[config.mk]
export PLATFORM = sky130hd
export DESIGN_NAME = alu_cmd_sequencer
export DESIGN_NICKNAME = d
export VERILOG_FILES = /design/src/rtl/alu_seq_pkg.sv /design/src/rtl/alu.sv /design/src/rtl/alu_cmd_fifo.sv /design/src/rtl/alu_cmd_sequencer.sv
export SDC_FILE = /design/constraint.sdc
export NUM_CORES = 1
export LEC_CHECK = 0
export CELL_PAD_IN_SITES_DETAIL_PLACEMENT = 1
export CELL_PAD_IN_SITES_GLOBAL_PLACEMENT = 1
export CORE_ASPECT_RATIO = 1.2
export CORE_MARGIN = 2
export CORE_UTILIZATION = 52
export CTS_BUF_LIST = sky130_fd_sc_hd__clkbuf_4 sky130_fd_sc_hd__clkbuf_8
export DETAILED_ROUTE_END_ITERATION = 16
export PLACE_DENSITY = 0.84
export SYNTH_ARGS = -nofsm -noshare
export SYNTH_HDL_FRONTEND = slang
export SYNTH_SLANG_ARGS = --single-unit
[constraint.sdc]
create_clock -name clk -period 14.6 [get_ports clk]
set_input_delay 1.46 -clock clk [delete_from_list [all_inputs] [get_ports clk]]
set_output_delay 1.46 -clock clk [all_outputs]
set_load 0.02 [all_outputs]
[src/rtl/alu_seq_pkg.sv]
// Shared opcode, flag-index and sequencer-state definitions for the ALU command sequencer.
package alu_seq_pkg;

    typedef enum logic [3:0] {
        ADD = 4'd0,
        SUB = 4'd1,
        MUL = 4'd2,
        DIV = 4'd3,
        MOD = 4'd4,
        AND = 4'd5,
        OR  = 4'd6,
        XOR = 4'd7,
        SHL = 4'd8,
        SHR = 4'd9
    } alu_op_e;

    localparam logic [3:0] OP_LAST = 4'd9;

    localparam int F_ERR   = 4;
    localparam int F_NEG   = 3;
    localparam int F_ZERO  = 2;
    localparam int F_CARRY = 1;
    localparam int F_OVF   = 0;

    typedef enum logic [1:0] {
        IDLE = 2'd0,
        EXEC = 2'd1,
        RESP = 2'd2
    } seq_state_e;

endpackage

[src/rtl/alu.sv]
// Combinational N-bit ALU producing result y and flags {err,neg,zero,carry,ovf}.
module alu
    import alu_seq_pkg::*;
#(
    parameter int N = 4
) (
    input  logic [3:0]   op_i,
    input  logic [N-1:0] a_i,
    input  logic [N-1:0] b_i,
    output logic [N-1:0] y_o,
    output logic [4:0]   f_o
);

    logic [N:0]     sum;
    logic [2*N-1:0] prod;
    logic           carry;
    logic           ovf;
    logic           err;

    always_comb begin
        sum   = '0;
        prod  = '0;
        y_o   = '0;
        carry = 1'b0;
        ovf   = 1'b0;
        err   = 1'b0;
        case (op_i)
            ADD: begin
                sum   = {1'b0, a_i} + {1'b0, b_i};
                y_o   = sum[N-1:0];
                carry = sum[N];
                ovf   = (a_i[N-1] == b_i[N-1]) && (sum[N-1] != a_i[N-1]);
            end
            SUB: begin
                // carry reports a borrow
                sum   = {1'b0, a_i} - {1'b0, b_i};
                y_o   = sum[N-1:0];
                carry = sum[N];
                ovf   = (a_i[N-1] != b_i[N-1]) && (sum[N-1] != a_i[N-1]);
            end
            MUL: begin
                prod  = {{N{1'b0}}, a_i} * {{N{1'b0}}, b_i};
                y_o   = prod[N-1:0];
                carry = |prod[2*N-1:N];
            end
            DIV: begin
                if (b_i == '0) err = 1'b1;
                else           y_o = a_i / b_i;
            end
            MOD: begin
                if (b_i == '0) err = 1'b1;
                else           y_o = a_i % b_i;
            end
            AND: y_o = a_i & b_i;
            OR:  y_o = a_i | b_i;
            XOR: y_o = a_i ^ b_i;
            SHL: y_o = a_i << b_i;
            SHR: y_o = a_i >> b_i;
            default: ;
        endcase
    end

    assign f_o = {err, y_o[N-1], (y_o == '0), carry, ovf};

endmodule

[src/rtl/alu_cmd_fifo.sv]
// Synchronous FIFO with full/empty flags; push is ignored when full, pop ignored when empty.
module alu_cmd_fifo #(
    parameter int W     = 12,
    parameter int DEPTH = 4
) (
    input  logic         clk,
    input  logic         rst_n,
    input  logic         push_i,
    input  logic [W-1:0] din_i,
    input  logic         pop_i,
    output logic [W-1:0] dout_o,
    output logic         full_o,
    output logic         empty_o
);

    localparam int AW = $clog2(DEPTH);

    logic [W-1:0] mem_q [DEPTH];
    logic [AW:0]  wr_q, wr_d;
    logic [AW:0]  rd_q, rd_d;
    logic         do_push;
    logic         do_pop;

    // extra pointer MSB distinguishes full from empty
    assign empty_o = (wr_q == rd_q);
    assign full_o  = (wr_q[AW] != rd_q[AW]) && (wr_q[AW-1:0] == rd_q[AW-1:0]);
    assign do_push = push_i && !full_o;
    assign do_pop  = pop_i && !empty_o;
    assign wr_d    = do_push ? wr_q + (AW+1)'(1) : wr_q;
    assign rd_d    = do_pop  ? rd_q + (AW+1)'(1) : rd_q;
    assign dout_o  = mem_q[rd_q[AW-1:0]];

    always_ff @(posedge clk) begin
        if (!rst_n) begin
            wr_q <= '0;
            rd_q <= '0;
        end else begin
            wr_q <= wr_d;
            rd_q <= rd_d;
        end
    end

    always_ff @(posedge clk) begin
        if (do_push) mem_q[wr_q[AW-1:0]] <= din_i;
    end

endmodule

[src/rtl/alu_cmd_sequencer.sv]
// Buffers ALU commands, issues them one at a time and returns results over valid/ready.
// Define ALU_SEQ_ACC_EN to enable the accumulator-chaining operand path (cmd_use_acc).
module alu_cmd_sequencer
    import alu_seq_pkg::*;
#(
    parameter int N     = 4,
    parameter int DEPTH = 4,
    parameter int CNT_W = 8
) (
    input  logic             clk,
    input  logic             rst_n,
    input  logic             cmd_valid,
    output logic             cmd_ready,
    input  logic [3:0]       cmd_op,
    input  logic [N-1:0]     cmd_a,
    input  logic [N-1:0]     cmd_b,
    input  logic             cmd_use_acc,
    output logic             res_valid,
    input  logic             res_ready,
    output logic [N-1:0]     res_y,
    output logic [4:0]       res_f,
    output logic             res_illegal,
    output logic             busy,
    output logic             err_sticky,
    input  logic             err_clr,
    output logic [CNT_W-1:0] done_cnt
);

`ifdef ALU_SEQ_ACC_EN
    localparam int EW = 2*N + 5;
`else
    localparam int EW = 2*N + 4;
`endif

    seq_state_e       state_q, state_d;
    logic [EW-1:0]    fifo_din, fifo_dout;
    logic             fifo_full, fifo_empty, pop;
    logic [3:0]       op_q;
    logic [N-1:0]     a_q, b_q, ent_a;
    logic [N-1:0]     alu_y, res_y_q, res_y_d;
    logic [4:0]       alu_f, res_f_q, res_f_d;
    logic             illegal_d, res_illegal_q, err_sticky_q;
    logic [CNT_W-1:0] done_cnt_q;

`ifdef ALU_SEQ_ACC_EN
    logic [N-1:0] acc_q;
    assign fifo_din = {cmd_use_acc, cmd_op, cmd_a, cmd_b};
    assign ent_a    = fifo_dout[EW-1] ? acc_q : fifo_dout[2*N-1:N];
`else
    logic unused_use_acc;
    assign unused_use_acc = cmd_use_acc;
    assign fifo_din = {cmd_op, cmd_a, cmd_b};
    assign ent_a    = fifo_dout[2*N-1:N];
`endif

    alu_cmd_fifo #(.W(EW), .DEPTH(DEPTH)) u_fifo (
        .clk     (clk),
        .rst_n   (rst_n),
        .push_i  (cmd_valid && cmd_ready),
        .din_i   (fifo_din),
        .pop_i   (pop),
        .dout_o  (fifo_dout),
        .full_o  (fifo_full),
        .empty_o (fifo_empty)
    );

    alu #(.N(N)) u_alu (
        .op_i (op_q),
        .a_i  (a_q),
        .b_i  (b_q),
        .y_o  (alu_y),
        .f_o  (alu_f)
    );

    always_comb begin
        state_d = state_q;
        pop     = 1'b0;
        case (state_q)
            IDLE: if (!fifo_empty) begin
                pop     = 1'b1;
                state_d = EXEC;
            end
            EXEC: state_d = RESP;
            RESP: if (res_ready) begin
                if (!fifo_empty) begin
                    pop     = 1'b1;
                    state_d = EXEC;
                end else begin
                    state_d = IDLE;
                end
            end
            default: state_d = IDLE;
        endcase
    end

    always_comb begin
        illegal_d = (op_q > OP_LAST);
        res_y_d   = alu_y;
        res_f_d   = alu_f;
        if (illegal_d) begin
            res_y_d = '0;
            res_f_d = 5'b10000;
        end else if (alu_f[F_ERR]) begin
            res_y_d = '0;
        end
    end

    always_ff @(posedge clk) begin
        if (!rst_n) begin
            state_q       <= IDLE;
            op_q          <= '0;
            a_q           <= '0;
            b_q           <= '0;
            res_y_q       <= '0;
            res_f_q       <= '0;
            res_illegal_q <= 1'b0;
            err_sticky_q  <= 1'b0;
            done_cnt_q    <= '0;
        end else begin
            state_q <= state_d;
            if (pop) begin
                op_q <= fifo_dout[2*N+3:2*N];
                a_q  <= ent_a;
                b_q  <= fifo_dout[N-1:0];
            end
            if (state_q == EXEC) begin
                res_y_q       <= res_y_d;
                res_f_q       <= res_f_d;
                res_illegal_q <= illegal_d;
            end
            // a new error outranks a simultaneous clear
            if (state_q == EXEC && res_f_d[F_ERR]) err_sticky_q <= 1'b1;
            else if (err_clr)                      err_sticky_q <= 1'b0;
            if (state_q == RESP && res_ready) done_cnt_q <= done_cnt_q + CNT_W'(1);
        end
    end

`ifdef ALU_SEQ_ACC_EN
    always_ff @(posedge clk) begin
        if (!rst_n)                acc_q <= '0;
        else if (state_q == EXEC)  acc_q <= res_y_d;
    end
`endif

    assign cmd_ready   = !fifo_full;
    assign res_valid   = (state_q == RESP);
    assign busy        = (state_q != IDLE) || !fifo_empty;
    assign res_y       = res_y_q;
    assign res_f       = res_f_q;
    assign res_illegal = res_illegal_q;
    assign err_sticky  = err_sticky_q;
    assign done_cnt    = done_cnt_q;

endmodule
# After elaboration in Yosys (flattened, before gate mapping)
# Memory sizes are Yosys's and may differ from the RTL's. A register that Yosys moved wholly into a read port is not among the register bits.
# Index checks and enable logic that the tools add are counted.
# Widths: inputs -> output; s select.
# totals
reg_bits,27
ramBits,48
inputBits,18
output_inout_bits,22
wordCells,85
n_memories,1
# mem_list
memory,depth,width,rd,rd_clocked_by_memory_dff,wr,line,text
u_fifo.mem_q,4,12,1,1,1,alu_cmd_fifo.sv:18,logic [W-1:0] mem_q [DEPTH];
# classes
n_addsub,5
multipliers,1
n_div,2
magnitude_cmp,1
n_eq_ne,20
n_shift,2
muxes,21
bitwise_logic,3
reduce_logical,21
# op_table
op,count
$pmux 4 s10,1
$eq 4x3->1 const B,4
$mux 4,4
$logic_not 4->1,3
$mux 1,9
$add 8x1->8 const B,1
$eq 4x2->1 const B,2
$eq 4x4->1 const B,2
$logic_and 1x1->1,8
$mul 4x4->8,1
$add 3x1->3 const B,2
$pmux 2 s3,1
$add 4x4->5,1
$mux 5,1
$sub 4x4->5,1
$and 4x4->4,1
$div 4x4->4,1
$eq 4x1->1 const B,1
$gt 4x4->1 const B,1
$mod 4x4->4,1
$mux 2,2
$ne 1x1->1,4
$or 4x4->4,1
$pmux 1 s2,2
other kinds (18),21

# Depth between registers and ports, before layout
# depth
depth_word,7
mapped_depth,23
depth_no_buf,22

# Modules after synthesis
# A second synthesis with hierarchy kept.
# unflattened
cells_unflattened,534
hier_area_um2,5581.6
# by_module_without_submodules
mod,instances,cells_each,area_each_um2,seq_area_each_um2
alu_cmd_fifo,1,130,2294.7,1601.5
alu,1,250,1920.6,0.0
alu_cmd_sequencer,1,154,1366.3,660.6

# Worst setup path before layout
# No wires, ideal clock.
# synth_timing
path_type,register to register
start,"register b_q[0], read port of u_fifo.mem_q"
end,register res_f_q[2] (netlist: res_f[2])
setup_ps,60
arrival_ps,4973
required_ps,14540
path_slack_ps,9566
path_stages_with_launch,22
path_buffers,1
synth_period_minus_slack_ps,5034
cell_sequence,dfxtp_1 buf_2 inv_1 ha_1 or4b_4 a22oi_4 ha_1 o21a_1 o21ai_2 mux2i_1 ha_1 o21a_1 or4b_1 a21oi_1 nor2_1 ha_1 a21o_1 a31o_2 a211oi_1 o311ai_0 nor4_1 a32o_1
# synth_between
elab_chain_cells,5
elab_cells_between_ends,16
cone_classes,add/sub: 2; mul: 1; div: 2; shift: 2; mux: 4; bitwise: 3; reduce/logical: 2
# synth_rtl
element,line,text
from (decl),alu_cmd_sequencer.sv:39,"logic [N-1:0] a_q, b_q, ent_a;"
"$mod 4x4->4, or another cell as far along",alu.sv:52,else y_o = a_i % b_i;
$mux 4 (on tied branches),"alu.sv:51, alu.sv:47",
$pmux 4 s10 *,alu.sv:27,case (op_i)
$logic_not 4->1 *,alu.sv:63,"assign f_o = {err, y_o[N-1], (y_o == '0), carry, ovf};"
$mux 5 *,alu_cmd_sequencer.sv:100,if (illegal_d) begin
to (signal assigned),alu_cmd_sequencer.sv:128,res_f_q <= res_f_d;
to (decl),alu_cmd_sequencer.sv:41,"logic [4:0] alu_f, res_f_q, res_f_d;"
# Every way passes the cells marked *; elsewhere a longest branch is shown, timed or not.
# A chain may end at the register's enable or synchronous reset.

# Worst setup path after layout
# Same ends and word-level chain as after synthesis.

==> impl_metrics.csv <==
group,metric,value,unit
outcome,status,"finished clean",
drt,vias,3752,
global_route,grt.total_usage,0.244,
placed_design,dp_slack,8.68,ns
min_path,holdCritStartpoint,"res_y[3]$_SDFFE_PN0P_",
layout,antenna_cells,0,
global_route,grt_max_degree,41,
timing,slew_headroom,0.330,
setup_path,start_kind,"flop",
pwr,ir_drop,0.0917,mV
setup_path,crit_path_start,"b_q[0]$_SDFFE_PN0P_",
clock_network,post_cts_buffers,0,
setup_path,r2r-start,"b_q[0]$_SDFFE_PN0P_",
pwr,clkPwrFrac,0.139,
timing,whs,0.469,ns
floorplanning,design.portCount,40,
drt,drt-initial-drc-count,142,
yosys,ys_warn_count,0,
yosys,dominantRegCellSynth,"edfxtp_1",
layout,drive_above_1_share,0.0973,
yosys,synth_area_per_cell,10.9,µm²
clock_network,clk_pin_slew_worst_paths,0.10,ns
yosys,ys_types,70,
layout,syn_to_final_growth,12.2,%
yosys,synth_fp_nets,548,
drt,dr.pass1.iters,4,
layout,seq_area,2220,µm²
global_route,met3_usage,0.0330,
pwr,p_total,1280,µW
timing,rsz0062_at_grt,"false",
timing,max_slew.worst_pin.slew,1.00,ns
global_route,grt_pass1_wl,20300,µm
timing,finClkSkew,0.0183,ns
pwr,sw_frac_of_total,0.460,
yosys,synth-edff-count,48,
pwr,switchingPower,589,µW
global_route,global_route.usage.met2,0.428,
clock_network,cts_root_buffer,"clkbuf_8",
global_route,globalRoute.busiestLayer,"met2",
drt,avgViaCountPerCell,5.86,
timing,setup_violations,0,
drt,drc,0,
pwr,leakage,0.00223,µW
min_path,min_path_type,"reg -> reg",
timing,tns,0,ns
layout,multi_input_area,2800,µm²
setup_path,critPathArrivalTime,6.27,ns
floorplanning,dieHeight,114,µm
clock_network,cts_tree,"built",
clock_network,cts_buffer_depth,2,
layout,final_nets,577,
timing,period_needed,5.96,ns
yosys,synthCells,480,
setup_path,cp_max_fo,21,
drt,wirelength,12100,µm
floorplanning,dieArea,10900,µm²
pwr,p_comb_frac,0.565,
pwr,p_int,691,µW
pwr,p_per_area,218,nW/µm²
global_route,antenna_found_initial,0,
yosys,synth-seq-cells,87,
floorplanning,rows,40,
timing,fin_ws,8.64,ns
global_route,overflow,0,
drt,routedWlPerCell,18.9,µm
clock_network,cts_hold_buf,0,
yosys,seq_area_frac_synth,0.424,
run,cap_violations,0,
clock_network,clock-sinks,87,
placed_design,dp_hpwl,9010,µm
yosys,syn_area,5240,µm²
setup_path,required,14.91,ns
timing,drv_slew,0,
placed_design,port_buffers,38,
drt,antenna_left,0,
setup_path,crit_type,"reg -> reg",
layout,fillers,1048,
placed_design,gp_congestion,0.901,
timing,hold_viol,0,
pwr,seqPwrFrac,0.296,
clock_network,htree_levels,3,
global_route,grt_use_met1,0.294,
floorplanning,start_util,0.528,
clock_network,cts_buffers,9,
global_route,grt_pass1_vias,4102,
floorplanning,core_area,9910,µm²
setup_path,setup.worst_path.end_class,"flop",
yosys,synthArstFlopShare,0,
timing,timing.fmax,0.168,GHz
floorplanning,dieWidth,95.6,µm
clock_network,insertion_delay,0.36,ns
timing,fin_crit_sh,0.408,
clock_network,cts.repair.resized,0,
==> layout by cell type, fill, tap and decap left out, types with 4 or more instances in the layout <==
cell type        count
and2_1              17
a31oi_1              5
inv_1               23
o21ai_0             15
xor2_1               8
nor2_1              35
mux2i_1             12
a21boi_0             6
nand3_1              6
a21o_1               4
a21oi_1             23
and3_1               6
fa_1                 7
nor2b_1             23
o31ai_1              4
xnor2_1             13
clkdlybuf4s50_1     38
nor3_1               7
dfxtp_1             39
edfxtp_1            48
nand2b_1             8
ha_1                43
clkbuf_8             9
mux4_2              12
nand2_1             28
==> worst paths after layout <==
path / cells past startpoint / endpoint / slack (ns)
min reg2reg: 2 / res_y[3]$_SDFFE_PN0P_ / 0.47
min: 2 / res_y[3]$_SDFFE_PN0P_ / 0.47
max: 19 / res_f[2]$_SDFFE_PN0P_ / 8.64
max reg2reg: 19 / res_f[2]$_SDFFE_PN0P_ / 8.64
==> registers in the layout, summed over array words and instances, names as in the netlist, 2 cells and up <==
register      cells
u_fifo.mem_q     48
done_cnt          8
res_f             5
a_q               4
b_q               4
op_q              4
res_y             4
u_fifo.rd_q       3
u_fifo.wr_q       3
state_q           2
==> synthesized netlist by cell type, drive strengths merged (9+ instances only) <==
cell,instances,area (µm²)
nor2b,23,144
buf,14,95.1
nand2,28,105
dfxtp,39,781
nor3,9,55.1
mux4,12,270
ha,43,538
inv,23,86.3
a21oi,23,115
edfxtp,48,1440
xnor2,13,114
o21ai,17,88.8
and2,17,106
nor2,35,131
mux2i,12,120
==> stage by stage <==
stage,util,area [µm²],instances
3_5_place_dp,0.571,5660,624
5_1_grt,0.593,5870,640
4_1_cts,0.593,5870,640
2_1_floorplan,-,5240,480
6_report,0.593,5870,640
3_3_place_gp,0.571,5660,624
==> power by group through the flow <==
stage	registers [µW]	clock network (µW)	logic [µW]
after floorplan	337	0	581
after global placement	379	0	685
after detailed placement	385	0	717
after CTS	379	182	723
after global routing	389	191	811
final	379	178	724
==> worst max-delay path, cell delays in order, from the launching register on <==
cell and delay [ns]:
dfxtp_1 0.81, inv_1 0.31, ha_1 0.40, a22oi_4 0.22
ha_1 0.28, o21a_1 0.13, o21ai_2 0.24, mux2i_1 0.39
ha_1 0.33, o21a_1 0.14, or4b_1 0.47, a21oi_1 0.25
nor2_1 0.10, ha_1 0.36, a21o_1 0.19, a31o_2 0.26
a221oi_1 0.38, o211ai_1 0.20, nor4_1 0.30, a32o_1 0.16
==> cell families (layout without fill, tap and decap cells) <==
kind of cell / count (synthesis) / after routing / share of synthesized area
XOR/XNOR: 21 / 21 / 0.0351
adder cells (fa/ha/maj): 50 / 50 / 0.130
AO/OA/AOI/OAI: 99 / 99 / 0.136
multiplexers: 25 / 25 / 0.0767
AND/OR/NAND/NOR: 152 / 152 / 0.157
flip-flops: 87 / 87 / 0.424
buffers and inverters: 46 / 80 / 0.0411
==> final cells by class <==
cell class                 instances  share of cell area
clock buffer                       9              0.0211
timing repair buffer              40              0.0673
multi-input combinational        347               0.476
inverter                          24              0.0153
tap                              126              0.0268
clock inverter                     7              0.0145
sequential                        87               0.378
==> routing by layer <==
layer | vias to the layer above | share of wire
li1 | 1808 | -
met1 | 1849 | 0.42
met2 | 69 | 0.53
met3 | 26 | 0.024
met4 | 0 | 0.033
met5 | - | 0
Power figures use the tool's default switching activity.
